===== src/rtl/alu_arbiter.sv =====
// alu_arbiter: round-robin sharing of one combinational ALU between two valid/ready requesters
module alu_arbiter #(
  parameter int WIDTH      = 32,
  parameter bit PRIO_RESET = 1'b0
) (
  input  logic                  clk_i,
  input  logic                  reset_i,
  input  logic [1:0]            req_valid_i,
  output logic [1:0]            req_ready_o,
  input  logic [1:0][WIDTH-1:0] req_a_i,
  input  logic [1:0][WIDTH-1:0] req_b_i,
  input  logic [1:0][2:0]       req_op_i,
  output logic [1:0]            rsp_valid_o,
  input  logic [1:0]            rsp_ready_i,
  output logic [WIDTH-1:0]      rsp_result_o,
  output logic                  rsp_zero_o,
  output logic [WIDTH-1:0]      alu_srca_o,
  output logic [WIDTH-1:0]      alu_srcb_o,
  output logic [2:0]            alu_control_o,
  input  logic [WIDTH-1:0]      alu_result_i,
  input  logic                  alu_zero_i
);
  typedef enum logic [1:0] {IDLE, EXEC, RESP} state_t;
  state_t           state_q;
  logic             gnt_q, prio_q, gnt_d, exec;
  logic [WIDTH-1:0] op_a_q, op_b_q, rsp_result_q;
  logic [2:0]       op_c_q;
  logic             rsp_zero_q;
  // Arbitration and handshake outputs; reset masks everything so nothing leaks during it
  always_comb begin
    gnt_d         = &req_valid_i ? prio_q : req_valid_i[1];
    req_ready_o   = (!reset_i && state_q == IDLE && |req_valid_i) ? {gnt_d, ~gnt_d} : 2'b00;
    rsp_valid_o   = (!reset_i && state_q == RESP) ? {gnt_q, ~gnt_q} : 2'b00;
    exec          = !reset_i && state_q == EXEC;
    alu_srca_o    = exec ? op_a_q : '0;
    alu_srcb_o    = exec ? op_b_q : '0;
    alu_control_o = exec ? op_c_q : 3'b000;
    rsp_result_o  = rsp_result_q;
    rsp_zero_o    = rsp_zero_q;
  end
  // Accept -> drive ALU for one cycle -> hold response; priority flips only on completion
  always_ff @(posedge clk_i) begin
    if (reset_i) begin
      state_q      <= IDLE;
      gnt_q        <= 1'b0;
      prio_q       <= PRIO_RESET;
      op_a_q       <= '0;
      op_b_q       <= '0;
      op_c_q       <= 3'b000;
      rsp_result_q <= '0;
      rsp_zero_q   <= 1'b0;
    end else begin
      case (state_q)
        IDLE: if (|req_valid_i) begin
          gnt_q   <= gnt_d;
          op_a_q  <= req_a_i[gnt_d];
          op_b_q  <= req_b_i[gnt_d];
          op_c_q  <= req_op_i[gnt_d];
          state_q <= EXEC;
        end
        EXEC: begin
          rsp_result_q <= alu_result_i;
          rsp_zero_q   <= alu_zero_i;
          state_q      <= RESP;
        end
        RESP: if (rsp_ready_i[gnt_q]) begin
          prio_q  <= ~gnt_q;
          state_q <= IDLE;
        end
        default: state_q <= IDLE;
      endcase
    end
  end
endmodule


===== config.mk =====
export PLATFORM = sky130hd
export DESIGN_NAME = alu_arbiter
export DESIGN_NICKNAME = d
export VERILOG_FILES = /design/src/rtl/alu_arbiter.sv
export SDC_FILE = /design/constraint.sdc
export NUM_CORES = 1
export LEC_CHECK = 0
export BUFFER_PORTS_ARGS = -buffer_cell sky130_fd_sc_hd__clkbuf_2
export CORE_MARGIN = 2
export CORE_UTILIZATION = 49
export CTS_CLUSTER_DIAMETER = 60
export CTS_CLUSTER_SIZE = 28
export DETAILED_ROUTE_END_ITERATION = 7
export GPL_ROUTABILITY_DRIVEN = 0
export PLACE_DENSITY = 0.84
export SLEW_MARGIN = 10
export SYNTH_ARGS = -nofsm -noshare
export SYNTH_HDL_FRONTEND = slang
export SYNTH_SLANG_ARGS = --single-unit

===== constraint.sdc =====
create_clock -name clk_i -period 5.1 [get_ports clk_i]
set_input_delay 1.02 -clock clk_i [delete_from_list [all_inputs] [get_ports clk_i]]
set_output_delay 1.02 -clock clk_i [all_outputs]
set_load 0.005 [all_outputs]

==> metrics.txt, run 1 <==
status=finished, final reports clean; Final Setup Violations=0; worst skew pair latency=360 ps; commonest cells after routing, fill and taps aside=clkbuf_2 (275), dfxtp_1 (104), a21oi_1 (103), nand3_1 (69), nand2_1 (68); Post-CTS Setup Inserts=0; commonest non-fill, non-tap cell in the layout=clkbuf_2; Leak=0.00293 uW; Synth cell types=24; # nets final=1038; die area=11500 um^2; cts hold-fix bufs=0; CP peak stage delay=580 ps; RSZ-0062 raised after global routing=no; flops & latches, synth=104; Port Buffers=276; number of I/O pins=277; min Tclk post-route=3540 ps; Core Area=10300 um^2; number of max-cap violations=0; CP Data Required Time=4080 ps; Mapped Area=5200 um^2; Pwr per Cell Area=286 nW/um^2; Startpoint Class=input pin; post_cts resized=0; CTS root buffer=clkbuf_8; syn_nets=819; CTS H-tree depth=3; number of global-route vias before repair=5310; antenna cells=0; cells after synthesis=646; Hold Vio Cnt, Final=0; Clock Skew=19.1 ps; vias=5740; # rows=37; CTS tree=done; ANT nets after route=0; VDD IR-drop max=0.000196 V; crit path max fanout=38; Wirelength per Cell=16.4 um; Setup CP Type=in2out; Crit path top cell by count=clkbuf_2; CP Capture Type=output pin; Layout area overhead=29.6%; WP data arrival=2520 ps; CTS Sinks=104; Slowest cell on crit path=clkbuf_2; TritonCTS Buffers=9; DRC errors left=0; Die Ht=107 um; Max Slew Vio Count=0; worst slew pin tran=1060 ps; first drt pass iteration count=5; Worst-path clk slew=110 ps; first-pass GRT wire length=26.1 mm; Worst slew margin=29.6%; grt ovf=0; largest net degree at the start of global routing=88; Die W=107 um; Mapped Avg Cell Area=8.05 um^2; Final Util=65.3%; fin crit share=69.4%; layout cell share with drive strength beyond 1=39.3%; sequential share of the synthesized area=40.0%; Peak Freq=0.283 GHz; final wirelength=16.5 mm; Ys Warns=0; starting density of the core=50.4%; vias per std cell=5.71; DP HPWL=11.1 mm; total track usage=27.8%; initial antenna violation count=0; Fin Setup TNS=0 ps; Initial DRC Count=486; Hold Crit Class=reg2reg; CP cell instances=clkbuf_2 -> or2_2 -> nand2_1 -> a211oi_1 -> clkbuf_2; Max Buffers Root-to-Sink=2
## sequential cells by signal, summed over array words and instances (netlist names)
signal,flops
op_a_q,32
op_b_q,32
rsp_result_o,32
op_c_q,3
state_q,2
gnt_q,1
prio_q,1
rsp_zero_o,1
## power breakdown
group,switching (uW),total [uW],internal [uW]
registers,47.0,946,899
clock network,298,530,232
logic,260,451,191
total,605,1930,1320
## metrics by stage
step	hold WS (ps)	std cells	setup WS [ps]	total power, uW	area (um^2)
floorplan	453	646	2110	1250	5200
CTS	462	1006	1560	1940	6740
finish	459	1006	1560	1930	6740
global route	479	1006	1410	2030	6740
global placement	441	990	1580	1410	6540
detailed placement	446	990	1560	1410	6540
## layout make-up
| cell class | instances | area [um^2] |
|---|---|---|
| repair buffers | 288 | 1490 |
| clock buffers | 9 | 124 |
| clock inverters | 7 | 78.8 |
| well taps | 136 | 170 |
| flip-flops and latches | 104 | 2080 |
| multi-input cells | 460 | 2790 |
| fillers | 962 | 3580 |
| inverters | 2 | 7.51 |
## cell families (layout without fill, tap and decap cells)
| group | Yosys count | after routing | share of synthesized area, % |
|---|---|---|---|
| flops | 104 | 104 | 40.0 |
| simple gates | 220 | 220 | 21.3 |
| buf+inv | 82 | 306 | 6.83 |
| compound gates | 240 | 240 | 31.8 |
## routing by layer
metal	routed length (um)	up-vias	global-route usage, %
li1	-	2760	-
met5	0	-	0
met3	1440	36	5.90
met1	6480	2651	34.2
met4	363	0	9.37
met2	8180	293	48.2
## worst paths after layout
path / slack [ps] / cells after the start / endpoint / from
setup reg to reg: 2530 / 4 / op_b_q[28]$_SDFFE_PP0P_ / state_q[1]$_SDFFE_PP0P_
hold / removal: 460 / 2 / rsp_result_o[22]$_SDFFE_PP0N_ / rsp_result_o[22]$_SDFFE_PP0N_
hold reg to reg: 460 / 2 / rsp_result_o[22]$_SDFFE_PP0N_ / rsp_result_o[22]$_SDFFE_PP0N_
setup / recovery: 1560 / 5 / req_ready_o[0] / req_valid_i[1]
## worst max-delay path: cells and delay by family
kind	cells	cell delay, ps
buf+inv	2	730
simple gates	2	470
compound gates	1	280
## synthesized netlist by cell type
| cell | count | area, um^2 |
|---|---|---|
| nor3b_1 | 1 | 7.51 |
| nor2_1 | 4 | 15.0 |
| clkbuf_2 | 1 | 5.00 |
| nand2b_1 | 4 | 25.0 |
| a311oi_2 | 30 | 450 |
| buf_6 | 5 | 56.3 |
| a311oi_1 | 37 | 324 |
| dfxtp_1 | 104 | 2080 |
| nor3_1 | 1 | 5.00 |
| o21ai_0 | 64 | 320 |
| nand3_1 | 69 | 345 |
| nand2_1 | 68 | 255 |
| clkbuf_1 | 67 | 251 |
| and2_1 | 68 | 425 |
| buf_2 | 7 | 35.0 |
| nor2b_1 | 3 | 18.8 |
| or2_1 | 1 | 6.26 |
| a211oi_1 | 1 | 7.51 |
| inv_1 | 2 | 7.51 |
| nor4_1 | 1 | 6.26 |
| o21ai_1 | 3 | 15.0 |
| a2111oi_0 | 1 | 8.76 |
| a21bo_2 | 1 | 10.0 |
| a21oi_1 | 103 | 515 |
No activity file was read; power rests on OpenSTA's default activity.
==> inputs of run 2 (changes only) <==
--- a/config.mk
+++ b/config.mk
@@ -5,14 +5,15 @@
 export SDC_FILE = /design/constraint.sdc
 export NUM_CORES = 1
 export LEC_CHECK = 0
+export ABC_AREA = 1
 export BUFFER_PORTS_ARGS = -buffer_cell sky130_fd_sc_hd__clkbuf_2
 export CORE_MARGIN = 2
-export CORE_UTILIZATION = 49
+export CORE_UTILIZATION = 46
 export CTS_CLUSTER_DIAMETER = 60
 export CTS_CLUSTER_SIZE = 28
 export DETAILED_ROUTE_END_ITERATION = 7
 export GPL_ROUTABILITY_DRIVEN = 0
-export PLACE_DENSITY = 0.84
+export PLACE_DENSITY = 0.8
 export SLEW_MARGIN = 10
 export SYNTH_ARGS = -nofsm -noshare
 export SYNTH_HDL_FRONTEND = slang
==> constraint.sdc (replaced) <==
create_clock -name clk_i -period 3.48 [get_ports clk_i]
set_input_delay 0.696 -clock clk_i [delete_from_list [all_inputs] [get_ports clk_i]]
set_output_delay 0.696 -clock clk_i [all_outputs]
set_load 0.005 [all_outputs]
==> run 2 against run 1 <==
Net effect: first-iteration DRC count shrank 29%; cell count grew 23%; highest routed layer unchanged; critical path depth grew 3; count of clock-buffer cells in the layout is the same; sequential power grew 48%; wire length shrank 7.4%; flip-flop and latch count is the same; critical endpoint is now req_ready_o[1]; non-clock buffer count shrank 3.
==> metrics.txt, run 2 <==
commonest non-fill, non-tap cell in the layout=nor2_1; number of max-cap violations=0 (unchanged); syn_nets=1028 (+26%); Final Setup Violations=0 (unchanged); vias per std cell=4.77 (-16%); Setup CP Type=in2out; Routed met2 length=7.22 mm (-12%); worst slew pin tran=958 ps (-97.9 ps); Met3 Wirelength=1.28 mm (-11%); switching part of the total=30.1% (-1.3 points); # nets final=1268 (+22%); R2R depth=8 (+4); Clock Skew=6.25 ps (-12.8 ps); number of I/O pins=277 (unchanged); CP Data Required Time=2780 ps (-1300 ps); Mapped Area=5250 um^2 (+0.91%); post_cts resized=0 (unchanged); ys flop type=dfxtp_1; synth cell count leaders=nor2_1 (298), inv_1 (124), dfxtp_1 (104), nand3_1 (96), nand2_1 (78); Port Buffers=276 (unchanged); Mapped Avg Cell Area=6.14 um^2 (-24%); flops & latches, synth=104 (unchanged); RSZ-0062 raised after global routing=no; Synth area leader=dfxtp_1; largest net degree at the start of global routing=70 (-20%); count leader, synth=nor2_1; CP Capture Type=output pin; CTS Sinks=104 (unchanged); final hold slack=474 ps (+15.5 ps); fin crit share=72.1%; Fin Setup TNS=0 ps (unchanged); Die W=111 um (+3.5%); Die Ht=111 um (+3.5%); worst skew pair latency=330 ps (-30 ps); CTS tree=done; Max Buffers Root-to-Sink=2 (unchanged); starting density of the core=47.8% (-2.6 points); Peak Freq=0.399 GHz; Synth cell types=18 (-25%); dominant cells by area after synthesis=dfxtp_1 (40%), nor2_1 (21%), nand3_1 (9.2%); Clk pwr share=33.3% (+5.8 points); Gate power share=21.6% (-1.8 points); WP data arrival=1810 ps (-710 ps); Post-CTS Setup Inserts=0 (unchanged); ANT nets after route=0 (unchanged); grt ovf=0 (unchanged); min Tclk post-route=2510 ps; status=finished, final reports clean; VDD IR-drop max=0.000262 V (+34%); Fill cells=1057 (+9.9%); top cell type's share of synthesized area=39.7% (-0.36 points); FF-to-FF Start=prio_q$_SDFFE_PP0P_; Hold Startpoint=op_c_q[2]$_SDFFE_PP0P_; DRC errors left=0 (unchanged); DP HPWL=10.9 mm (-1.7%); TritonCTS Buffers=9 (unchanged); CP cell instances=clkbuf_2 -> inv_2 -> buf_4 -> nand2_1 -> nor2_1 -> nand2_1 -> inv_1 -> clkbuf_2; internal power=2170 uW (+64%); sequential share of the synthesized area=39.7% (-0.36 points); Hold Crit Depth=2 (unchanged); vias=5920 (+3.1%); share of synthesized flip-flops with an asynchronous set or reset=0% (unchanged); commonest cells after routing, fill and taps aside=nor2_1 (298), clkbuf_2 (276), inv_1 (124), dfxtp_1 (104), nand3_1 (96); Slowest cell on crit path=buf_4; initial antenna violation count=1 (+1); destination of the worst hold path=op_c_q[2]$_SDFFE_PP0P_; number of global-route vias before repair=5440 (+2.4%); Flop pwr share=45.0% (-4.1 points); Leak=0.00377 uW (+29%); # rows=38 (+2.7%); crit path max fanout=49 (+29%); reg2reg end=op_c_q[0]$_SDFFE_PP0P_; CP bufs+invs=5 (+3); Max Slew Vio Count=0 (unchanged); worst setup path startpoint=reset_i; CP peak stage delay=370 ps (-210 ps); first-pass GRT wire length=25.4 mm (-2.4%); Hold Vio Cnt, Final=0 (unchanged); Worst slew margin=36.1% (+6.5 points); Post-synth EDFFs=0 (unchanged); Hold Crit Class=reg2reg; CTS H-tree depth=3 (unchanged); Initial DRC Count=346 (-29%); cts hold-fix bufs=0 (unchanged); Pwr per Cell Area=448 nW/um^2 (+57%); layout cell share with drive strength beyond 1=28.5% (-11 points); Startpoint Class=input pin; Worst-path clk slew=80 ps (-30 ps); setup slack, reg-to-reg=1590 ps (-940 ps); met1 wire length=6.51 mm (+0.45%); Placed Cells=1224 (+24%); final wirelength=15.3 mm (-7.4%); total track usage=24.5% (-3.3 points); die area=12300 um^2 (+7.2%); cells after synthesis=855 (+32%); Max Used Layer=met4; Ys Warns=0 (unchanged); first drt pass iteration count=4 (-1); CP top delay family=buffers and inverters; CTS root buffer=clkbuf_16; Wirelength per Cell=12.3 um (-25%); Non-Filler Instances=1241 (+23%); Core Area=11000 um^2 (+6.4%); Layout area overhead=32.1%; Net Sw Power=934 uW (+54%); Final Util=63.1% (-2.2 points)
-- run 2: cell families after synthesis --
| kind of cell | after synthesis | share of synthesized area (%) |
|---|---|---|
| compound gates | 88 | 8.39 |
| buf+inv | 184 | 14.4 |
| flops | 104 | 39.7 |
| simple gates | 479 | 37.5 |
-- run 2: layout make-up --
| type | count | area, um^2 | area share (%) |
|---|---|---|---|
| multi-input combinational | 567 | 2410 | 34.8 |
| clock buffer | 9 | 225 | 3.25 |
| antenna | 1 | 2.50 | 0.0361 |
| sequential | 104 | 2080 | 30.0 |
| inverter | 128 | 480 | 6.93 |
| tap | 140 | 175 | 2.53 |
| clock inverter | 7 | 81.3 | 1.17 |
| timing repair buffer | 285 | 1470 | 21.3 |
-- run 2: worst min-delay path, stage by stage (launching register included) --
cell     delay [ps]
dfxtp_1         330
nand2_1          50
nand3_1          60
-- run 2: worst max-delay path by stage --
stage	endpoint	slack (ps)	depth (start not counted)
CTS	req_ready_o[1]	960	8
global route	req_ready_o[1]	830	8
floorplan	req_ready_o[1]	1330	7
finish	req_ready_o[1]	970	8
detailed placement	req_ready_o[1]	970	8
global placement	req_ready_o[1]	980	8
-- run 2: power by group through the flow --
stage,clock network [uW],logic (uW),registers [uW]
finish,1030,672,1400
global route,1110,774,1420
CTS,1050,677,1400
detailed placement,0,675,1420
global placement,0,669,1420
floorplan,0,436,1410
-- run 2: stage by stage --
stage	instance area, um^2	power (uW)	setup slack (ps)
after CTS	6930	3130	963
after global placement	6620	2090	979
final	6930	3100	971
after global routing	6930	3300	832
after floorplan	5250	1850	1330
after detailed placement	6620	2100	966
-- run 2: metal layers --
layer	vias to the layer above	global-route usage, %
met5	-	0
met4	0	7.08
met3	18	6.12
met2	229	41.6
met1	2617	30.8
li1	3056	-
==> inputs of run 3 (changes only) <==
--- a/config.mk
+++ b/config.mk
@@ -8,12 +8,12 @@
 export ABC_AREA = 1
 export BUFFER_PORTS_ARGS = -buffer_cell sky130_fd_sc_hd__clkbuf_2
 export CORE_MARGIN = 2
-export CORE_UTILIZATION = 46
+export CORE_UTILIZATION = 41
 export CTS_CLUSTER_DIAMETER = 60
 export CTS_CLUSTER_SIZE = 28
 export DETAILED_ROUTE_END_ITERATION = 7
 export GPL_ROUTABILITY_DRIVEN = 0
-export PLACE_DENSITY = 0.8
+export PLACE_DENSITY = 0.75
 export SLEW_MARGIN = 10
 export SYNTH_ARGS = -nofsm -noshare
 export SYNTH_HDL_FRONTEND = slang
==> constraint.sdc (replaced) <==
create_clock -name clk_i -period 2 [get_ports clk_i]
set_input_delay 0.4 -clock clk_i [delete_from_list [all_inputs] [get_ports clk_i]]
set_output_delay 0.4 -clock clk_i [all_outputs]
set_load 0.005 [all_outputs]
==> run 3 against run 2 <==
Net effect: power increased by 75%; sequential share of layout area decreased by 0.51 points; clock power increased by 73%; non-clock buffer count increased by 7; critical path depth decreased by 3; largest cell class unchanged.
==> metrics.txt, run 3 (synthesis gave the netlist of run 2 again) <==
DRC errors left=0 (unchanged); Initial DRC Count=365 (+5.5%); WP data arrival=1410 ps (-400 ps); Clock Skew=6.81 ps (+0.551 ps); Worst-path clk slew=70 ps (about the same); first-pass GRT wire length=23.0 mm (-9.7%); starting density of the core=41.7% (-6.0 points); commonest non-fill, non-tap cell in the layout=nor2_1; CTS tree=done; commonest cells after routing, fill and taps aside=nor2_1 (298), clkbuf_2 (276), inv_1 (124), dfxtp_1 (103), nand3_1 (96); VDD IR-drop max=0.000346 V (+32%); min Tclk post-route=1810 ps; Placed Cells=1263 (+3.2%); layout cell share with drive strength beyond 1=29.0% (+0.54 points); worst skew pair latency=340 ps (about the same); CP Capture Type=output pin; vias per std cell=4.59 (-3.8%); CP Data Required Time=1600 ps (-1180 ps); CTS Sinks=104 (unchanged); Die Ht=117 um (+5.7%); vias=5872 (-0.81%); Fin Setup TNS=0 ps (unchanged); Layout area overhead=34.5%; Max Buffers Root-to-Sink=2 (unchanged); Wirelength per Cell=11.8 um (-4.3%); Setup CP Type=reg2out; Die W=117 um (+5.7%); Design Power=5420 uW (+75%); met1 wire length=6.55 mm (+0.71%); Startpoint Class=register; crit path max fanout=27 (-45%); number of I/O pins=277 (unchanged); dpl ws=204 ps (-762 ps); worst setup margin=188 ps (-783 ps); final wirelength=15.0 mm (-1.3%); number of max-cap violations=0 (unchanged); Routed met2 length=6.92 mm (-4.1%); Pwr per Cell Area=769 nW/um^2 (+72%); initial antenna violation count=0 (-1); antenna cells=0 (-1); grt ovf=0 (unchanged); Max Slew Vio Count=0 (unchanged); die area=13700 um^2 (+12%); multi-input logic area=2420 um^2 (+0.21%); worst slew pin tran=596 ps (-362 ps); Worst slew margin=60.3% (+24 points); TritonCTS Buffers=9 (unchanged); Port Buffers=276 (unchanged); DP HPWL=11.0 mm (+0.70%); Peak Freq=0.552 GHz; Max Used Layer=met4; total track usage=21.0% (-3.5 points); Fill cells=1279 (+21%); status=finished, final reports clean; # nets final=1275 (+0.55%); CTS root buffer=clkbuf_16; largest net degree at the start of global routing=54 (-23%); cts hold-fix bufs=0 (unchanged); Leak=0.00383 uW (+1.5%); Core Area=12600 um^2 (+14%); CTS H-tree depth=3 (unchanged); Register Area=2080 um^2 (about the same); ANT nets after route=0 (unchanged); RSZ-0062 raised after global routing=no; setup slack, reg-to-reg=490 ps (-1100 ps); Final Util=56.1% (-7.0 points); Hold Vio Cnt, Final=0 (unchanged); Final Setup Violations=0 (unchanged); fin crit share=90.6%; Hold Crit Class=in2reg; Non-Filler Instances=1279 (+3.1%); number of global-route vias before repair=5042 (-7.3%); # rows=41 (+7.9%); Met3 Wirelength=1.34 mm (+4.3%); first drt pass iteration count=6 (+2)
[run 3: power by group]
| group | switching (uW) | total (uW) | internal (uW) |
|---|---|---|---|
| clock network | 800 | 1780 | 982 |
| logic | 700 | 1210 | 507 |
| registers | 119 | 2430 | 2320 |
[run 3: critical path: stages (launching register included)]
cell	delay [ps]
dfxtp_1	350
nor2_4	140
nand2_4	120
buf_12	190
nor2_1	130
clkbuf_2	130
[run 3: worst paths after layout]
check / endpoint / cells past startpoint / from
worst max-delay path: alu_srcb_o[20] / 5 / state_q[1]$_SDFFE_PP0P_
worst min-delay path: rsp_result_o[27]$_SDFFE_PP0N_ / 3 / alu_result_i[27]
worst max register to register: rsp_zero_o$_SDFFE_PP0N_ / 6 / state_q[1]$_SDFFE_PP0P_
worst min register to register: op_a_q[11]$_SDFFE_PP0P_ / 2 / op_a_q[11]$_SDFFE_PP0P_
[run 3: cell type report]
type / count / share of cell area (%)
Sequential cell: 104 / 29.5
Clock inverter: 7 / 1.10
Tap cell: 172 / 3.05
Multi-Input combinational cell: 567 / 34.2
Clock buffer: 9 / 3.19
Timing Repair Buffer: 292 / 22.1
Inverter: 128 / 6.81
[run 3: metrics by stage]
| stage | instance area (um^2) | hold WS (ps) |
|---|---|---|
| floorplan | 5250 | 437 |
| global placement | 6740 | 455 |
| detailed placement | 6740 | 455 |
| CTS | 7050 | 271 |
| global route | 7060 | 279 |
| finish | 7060 | 280 |
[run 3: layer usage]
| metal | vias to the layer above | GRT usage [%] |
|---|---|---|
| li1 | 3089 | - |
| met1 | 2542 | 26.4 |
| met2 | 223 | 35.5 |
| met3 | 18 | 5.41 |
| met4 | 0 | 6.82 |
| met5 | - | 0 |
[run 3: timing repair]
action / in CTS / in global routing
pin swaps: 0 / 0
buffers inserted: 0 / 0
endpoints found under the setup margin: 10 / 57
resized for setup: 1 / 3
